### src/rtl/alu_cmp_unit_pkg.sv
// Shared ALU definitions: comparison function codes, result codes and the
// default operand/output widths used by the ALU units.
package alu_cmp_unit_pkg;

  // Default widths shared by the arithmetic, logic, shift and compare units
  localparam int ALU_IN_WIDTH  = 8;
  localparam int ALU_OUT_WIDTH = 16;

  // 2-bit comparison function codes carried on ALU_FUN
  localparam logic [1:0] CMP_NOP = 2'b00;
  localparam logic [1:0] CMP_EQ  = 2'b01;
  localparam logic [1:0] CMP_GT  = 2'b10;
  localparam logic [1:0] CMP_LT  = 2'b11;

  // Result codes produced when the selected comparison holds
  localparam logic [1:0] RES_ZERO = 2'd0;
  localparam logic [1:0] RES_EQ   = 2'd1;
  localparam logic [1:0] RES_GT   = 2'd2;
  localparam logic [1:0] RES_LT   = 2'd3;

endpackage

### src/rtl/alu_cmp_core.sv
// Combinational core of the comparison slice: maps A, B and the function
// code onto a 2-bit result code. Comparisons are unsigned over full width.
module alu_cmp_core
  import alu_cmp_unit_pkg::*;
#(
  parameter int in_width = ALU_IN_WIDTH
) (
  input  logic [in_width-1:0] a,
  input  logic [in_width-1:0] b,
  input  logic [1:0]          alu_fun,
  output logic [1:0]          res_code
);

  // Decode the function code into the matching result code
  always_comb begin
    // NOTE: assigning a default before the case guarantees every path drives
    // res_code, so no latch is inferred and unknown codes resolve to zero.
    res_code = RES_ZERO;
    case (alu_fun)
      CMP_NOP: res_code = RES_ZERO;
      CMP_EQ:  res_code = (a == b) ? RES_EQ : RES_ZERO;
      CMP_GT:  res_code = (a > b)  ? RES_GT : RES_ZERO;
      CMP_LT:  res_code = (a < b)  ? RES_LT : RES_ZERO;
      default: res_code = RES_ZERO;
    endcase
  end

endmodule

### src/rtl/alu_cmp_unit.sv
// Comparison slice of the hierarchical ALU. Gates the core result with the
// decoder enable and registers it, zero-extended, together with a valid flag.
module alu_cmp_unit
  import alu_cmp_unit_pkg::*;
#(
  parameter int in_width  = ALU_IN_WIDTH,
  parameter int out_width = ALU_OUT_WIDTH
) (
  input  logic                 clk,
  input  logic                 RST,
  input  logic [in_width-1:0]  A,
  input  logic [in_width-1:0]  B,
  input  logic [1:0]           ALU_FUN,
  input  logic                 CMP_Enable,
  output logic [out_width-1:0] CMP_OUT,
  output logic                 CMP_Flag
);

  logic [1:0]           res_code;
  logic [out_width-1:0] res_ext;

  alu_cmp_core #(
    .in_width (in_width)
  ) u_core (
    .a        (A),
    .b        (B),
    .alu_fun  (ALU_FUN),
    .res_code (res_code)
  );

  // Zero-extend the 2-bit code to the shared ALU output width
  assign res_ext = out_width'(res_code);

  // Output registers: cleared asynchronously, zero when the unit is not selected
  always_ff @(posedge clk or negedge RST) begin
    // NOTE: non-blocking assignments keep register updates order-independent
    // so every flop samples the values present before the edge.
    if (!RST) begin
      CMP_OUT  <= '0;
      CMP_Flag <= 1'b0;
    end else if (CMP_Enable) begin
      CMP_OUT  <= res_ext;
      CMP_Flag <= 1'b1;
    end else begin
      CMP_OUT  <= '0;
      CMP_Flag <= 1'b0;
    end
  end

endmodule

### config.mk
export PLATFORM = sky130hd
export DESIGN_NAME = alu_cmp_unit
export DESIGN_NICKNAME = d
export VERILOG_FILES = /design/src/rtl/alu_cmp_unit_pkg.sv /design/src/rtl/alu_cmp_core.sv /design/src/rtl/alu_cmp_unit.sv
export SDC_FILE = /design/constraint.sdc
export NUM_CORES = 1
export LEC_CHECK = 0
export CORE_MARGIN = 1.5
export CORE_UTILIZATION = 35
export CTS_BUF_LIST = sky130_fd_sc_hd__clkbuf_8
export DETAILED_ROUTE_END_ITERATION = 8
export PLACE_DENSITY = 0.95
export SLEW_MARGIN = 0
export SYNTH_ARGS = -nofsm -noshare
export SYNTH_HDL_FRONTEND = slang
export SYNTH_HIERARCHICAL = 1
export SYNTH_SLANG_ARGS = --single-unit
### constraint.sdc
create_clock -name clk -period 1.1 [get_ports clk]
set_input_delay 0.22 -clock clk [delete_from_list [all_inputs] [get_ports clk]]
set_output_delay 0.22 -clock clk [all_outputs]
set_load 0.005 [all_outputs]
Word level (Yosys, flattened, before mapping)

Cells that the tools add are included.

Flip-flop bits (word level): 3
Bits of input ports: 21
Output and inout bits: 17
Logic and storage cells: 15

Magnitude comparators: 2
Eq/ne operators: 4
Multiplexer cells: 6
Reductions and logical operators: 1

Operators by type and width:

| kind                 | count |
|---|---|
| $eq A8 B8 Y1         | 1 |
| $gt A8 B8 Y1         | 1 |
| $lt A8 B8 Y1         | 1 |
| $pmux W2 S4          | 1 |
| $mux W2              | 3 |
| $eq A2 B2 Y1 const B | 2 |
| $eq A2 B1 Y1 const B | 1 |
| $logic_not A2 Y1     | 1 |
| $mux W1              | 2 |

Logic depth before layout (Yosys ltp)

Gate-level depths: netlist of run 1.

Word-level depth: 4
Gate-level depth with buffers: 8
Gate-level depth less buffers: 8

Modules after synthesis

The synthesis of run 1 kept the hierarchy.

Modules (own cells, without submodules):

| module       | times used | cells an instance | area each (sq um) | seq. area each (sq um) |
|---|---|---|---|---|
| alu_cmp_core | 1          | 32                | 266.5             | 0.0 |
| alu_cmp_unit | 1          | 20                | 196.4             | 75.1 |

Least setup slack after synthesis of run 1

Ideal clock, no wire load.

Path type: input-to-reg
Start point: input port B[1]
End point: register CMP_OUT[1]
Data arrival time: 1.469 ns
Required time: 1.034 ns
Slack: -0.435 ns
Stages on the path: 8
Path buffers: 0
Cells stage by stage: inv_1 > ha_1 > nor2b_4 > o211ai_2 > a21oi_2 > a2111oi_4 > mux2i_1 > and2_1

Longest elaborated chain between the ends: 4
Elaborated cells between the ends (all ways): 6
Classes of those cells: order compare: 2; mux: 4

Ends and longest elaborated chain:

| element                                      | line                                   | RTL |
|---|---|---|
| start: declaration                           | alu_cmp_unit.sv:12                     | `input logic [in_width-1:0] B,` |
| $lt A8 B8 Y1 or $gt A8 B8 Y1 (tied branches) | alu_cmp_core.sv:23, alu_cmp_core.sv:22 |  |
| $mux W2 (on tied branches)                   | alu_cmp_core.sv:23, alu_cmp_core.sv:22 |  |
| $pmux W2 S4 (*)                              | alu_cmp_core.sv:19                     | `case (alu_fun)` |
| named net res_code[1]                        | alu_cmp_unit.sv:19                     | `logic [1:0] res_code;` |
| $mux W2 (*)                                  | alu_cmp_unit.sv:41                     | `end else if (CMP_Enable) begin` |
| end signal: assignment                       | alu_cmp_unit.sv:42                     | `CMP_OUT <= res_ext;` |
| end: declaration                             | alu_cmp_unit.sv:15                     | `output logic [out_width-1:0] CMP_OUT,` |

The timed path passes the listed nets; every way through them passes the cells marked *.

Final worst setup path of run 1

Same ends and word-level chain as after synthesis.

==> flow_summary.ini, run 1 <==
[floorplanning]
rows = 12
die_x_um = 39.4
io_pins = 38
coreArea_um2 = 1170
start_util = 0.395
fp.dieH_um = 39.4
design.die.area_um2 = 1550

[pwr]
p_switching_mw = 0.174
leakage_nw = 0.377
power_frac_seq = 0.178
p_sw_frac = 0.263
p_clk_frac = 0.464
p_int_mw = 0.488
combPwrFrac = 0.358
peakVddDrop_mv = 0.514
power-per-cell-area_nw_per_um2 = 860

[cells_and_area]
synthToLayoutAreaGrowth_pct = 66.5
fin_area_um2 = 771
drive_above_1_share = 0.481
fin_nets = 109
diodes = 0

[placement]
pre_cts_ws_ns = -1.04
routabilityCongestion = 0.670
dp_hpwl_um = 802
port_buffers = 23
dpl_cell_area_um2 = 692

[routing]
vias = 391
wirelength_um = 1060
drc_errors = 0
drt-pass1-iter-count = 2
wl_per_cell_um = 11.4
drt_iter0_markers = 3
viasPerCell = 4.20
antenna_left = 0

[global_route]
grt_overflow = 0
grt_pass1_vias = 384
antenna_found_initial = 0
grtUsageTotal = 0.151
grt_max_degree = 5
grt_pass1_wl_um = 1520

[cts]
cts.clk_slew.worst_paths_ns = 0.03
ctsRootBufferMaster = clkbuf_8
cts_buffers = 3
cts_tree = yes
clock_sinks = 3
htreeDepth = 1
clock_path_buffers = 2
hold_buffers = 0

[timing]
maxSlewViolCount = 0
clock.fmax_mhz = 755
whs_ns = 0.189
period_share = 1.20
final-hold-violation-count = 0
setup_viol_count_final = 2
post-route-min-period_ns = 1.33
grt_setup_unrepaired = yes
worst_slack_ns = -0.225

[synth]
synthCells = 52
syn_avg_cell_area_um2 = 8.90
netlist_area_um2 = 463
synthDistinctLibCells = 19
synth-seq-cells = 3
yosysSeqAreaShare = 0.162
yosys_warnings = 6

[setup_path]
arrival_ns = 1.48
crit_path_max_fanout = 2
crit_chain = buf_8 -> inv_12 -> ha_4 -> nor2b_4 -> o211ai_2 -> a21oi_2 -> a2111oi_4 -> mux2i_1 -> and2_1
cp-end-kind = flip-flop
crit_buf_inv = 2
crit_required_ns = 1.25
crit_type = in -> reg
cp_top_family = compound AO/OA/AOI/OAI gates
crit_slowest_cell = a2111oi_4
critical_path.max_stage_delay_ns = 0.24
critPathLaunchType = input port

[flow_run]
maxCapViolCount = 0

[worst_hold_path]
hp-class = in -> async

[status]
violations = negative setup slack
status = finished with violations
placed cells by master (no fill, tap or decap), drive strengths merged:
cell / count
conb: 14
clkbuf: 13
inv: 9
ha: 8
buf: 5
clkdlybuf4s50: 4
dfrtp: 3
dlygate4sd2: 3
a21oi: 3
and2: 2
clkdlybuf4s15: 2
nand4: 2
nand2: 2
or2: 1
nand3b: 1
nor2b: 1
o211ai: 1
nor2: 1
a2111oi: 1
mux2i: 1
nor3b: 1
a31o: 1
synthesized netlist by cell type, drive strengths merged:
master / n / share of area
nand4: 2 / 0.027
a21oi: 3 / 0.041
buf: 14 / 0.23
nand3b: 1 / 0.016
nand2: 2 / 0.016
o211ai: 1 / 0.027
nor2b: 1 / 0.030
nor3b: 1 / 0.016
conb: 1 / 0.0081
mux2i: 1 / 0.022
dfrtp: 3 / 0.16
nor2: 1 / 0.0081
a31o: 1 / 0.019
and2: 2 / 0.027
inv: 8 / 0.065
ha: 8 / 0.22
a2111oi: 1 / 0.059
or2: 1 / 0.014
power groups by stage:
| stage | logic (mW) | registers (mW) | clock network, mW |
|---|---|---|---|
| 2_1_floorplan | 0.144 | 0.120 | 0 |
| 3_5_place_dp | 0.216 | 0.119 | 0 |
| 4_1_cts | 0.226 | 0.118 | 0.313 |
| 5_1_grt | 0.264 | 0.118 | 0.327 |
| 3_3_place_gp | 0.210 | 0.119 | 0 |
| 6_report | 0.237 | 0.118 | 0.307 |
timing repair:
| item | CTS | global route |
|---|---|---|
| pin swaps | 12 | 14 |
| resized for setup | 49 | 21 |
| endpoints found under the setup margin | 5 | 2 |
| buffers inserted | 1 | 0 |
metrics by stage:
stage	util	total power [mW]	TNS [ns]	std cells
2_1_floorplan	-	0.264	-0.567	65
3_3_place_gp	0.591	0.329	-1.98	88
3_5_place_dp	0.591	0.336	-2.03	88
4_1_cts	0.670	0.657	-0.663	93
5_1_grt	0.658	0.709	-0.605	93
6_report	0.658	0.662	-0.423	93
per-layer routing:
| layer | GRT usage | wire length, um | vias to the layer above |
|---|---|---|---|
| li1 | - | - | 198 |
| met3 | 0.0568 | 145 | 0 |
| met2 | 0.279 | 554 | 24 |
| met1 | 0.142 | 364 | 169 |
| met5 | 0 | 0 | - |
| met4 | 0.0776 | 0 | 0 |
cell type report:
type,instances,area (um2)
multi-input combinational,40,404
fill,107,400
timing repair buffer,24,186
sequential,3,75.1
inverter,8,42.5
clock buffer,3,41.3
tap,14,17.5
clock inverter,1,3.75
cell families (layout without fill, tap and decap cells):
family | count (synthesis) | in the layout | synth area share
buf+inv | 22 | 36 | 0.292
simple gates | 11 | 11 | 0.154
flops | 3 | 3 | 0.162
other cells | 1 | 14 | 0.00810
fa+ha+maj | 8 | 8 | 0.216
mux | 1 | 1 | 0.0216
compound gates | 6 | 6 | 0.146
final timing paths:
check                           start  cells after the start         end  slack [ns]
setup / recovery                 B[1]                      9  CMP_OUT[1]       -0.23
hold / removal                    RST                      1    CMP_Flag        0.19
max in group asynchronous         RST                      1  CMP_OUT[0]        0.77
min in group clk           CMP_Enable                      1    CMP_Flag        0.49
state kept, by name, indices dropped and copies added (netlist names):
name / flops
CMP_OUT: 2
CMP_Flag: 1
Power figures use the tool's default switching activity.
==> run 2: changes to the inputs <==
SLEW_MARGIN = default   (was 0)
==> results of run 2 <==
Same layout as run 1: the final DEF is identical, and so are final timing and power.
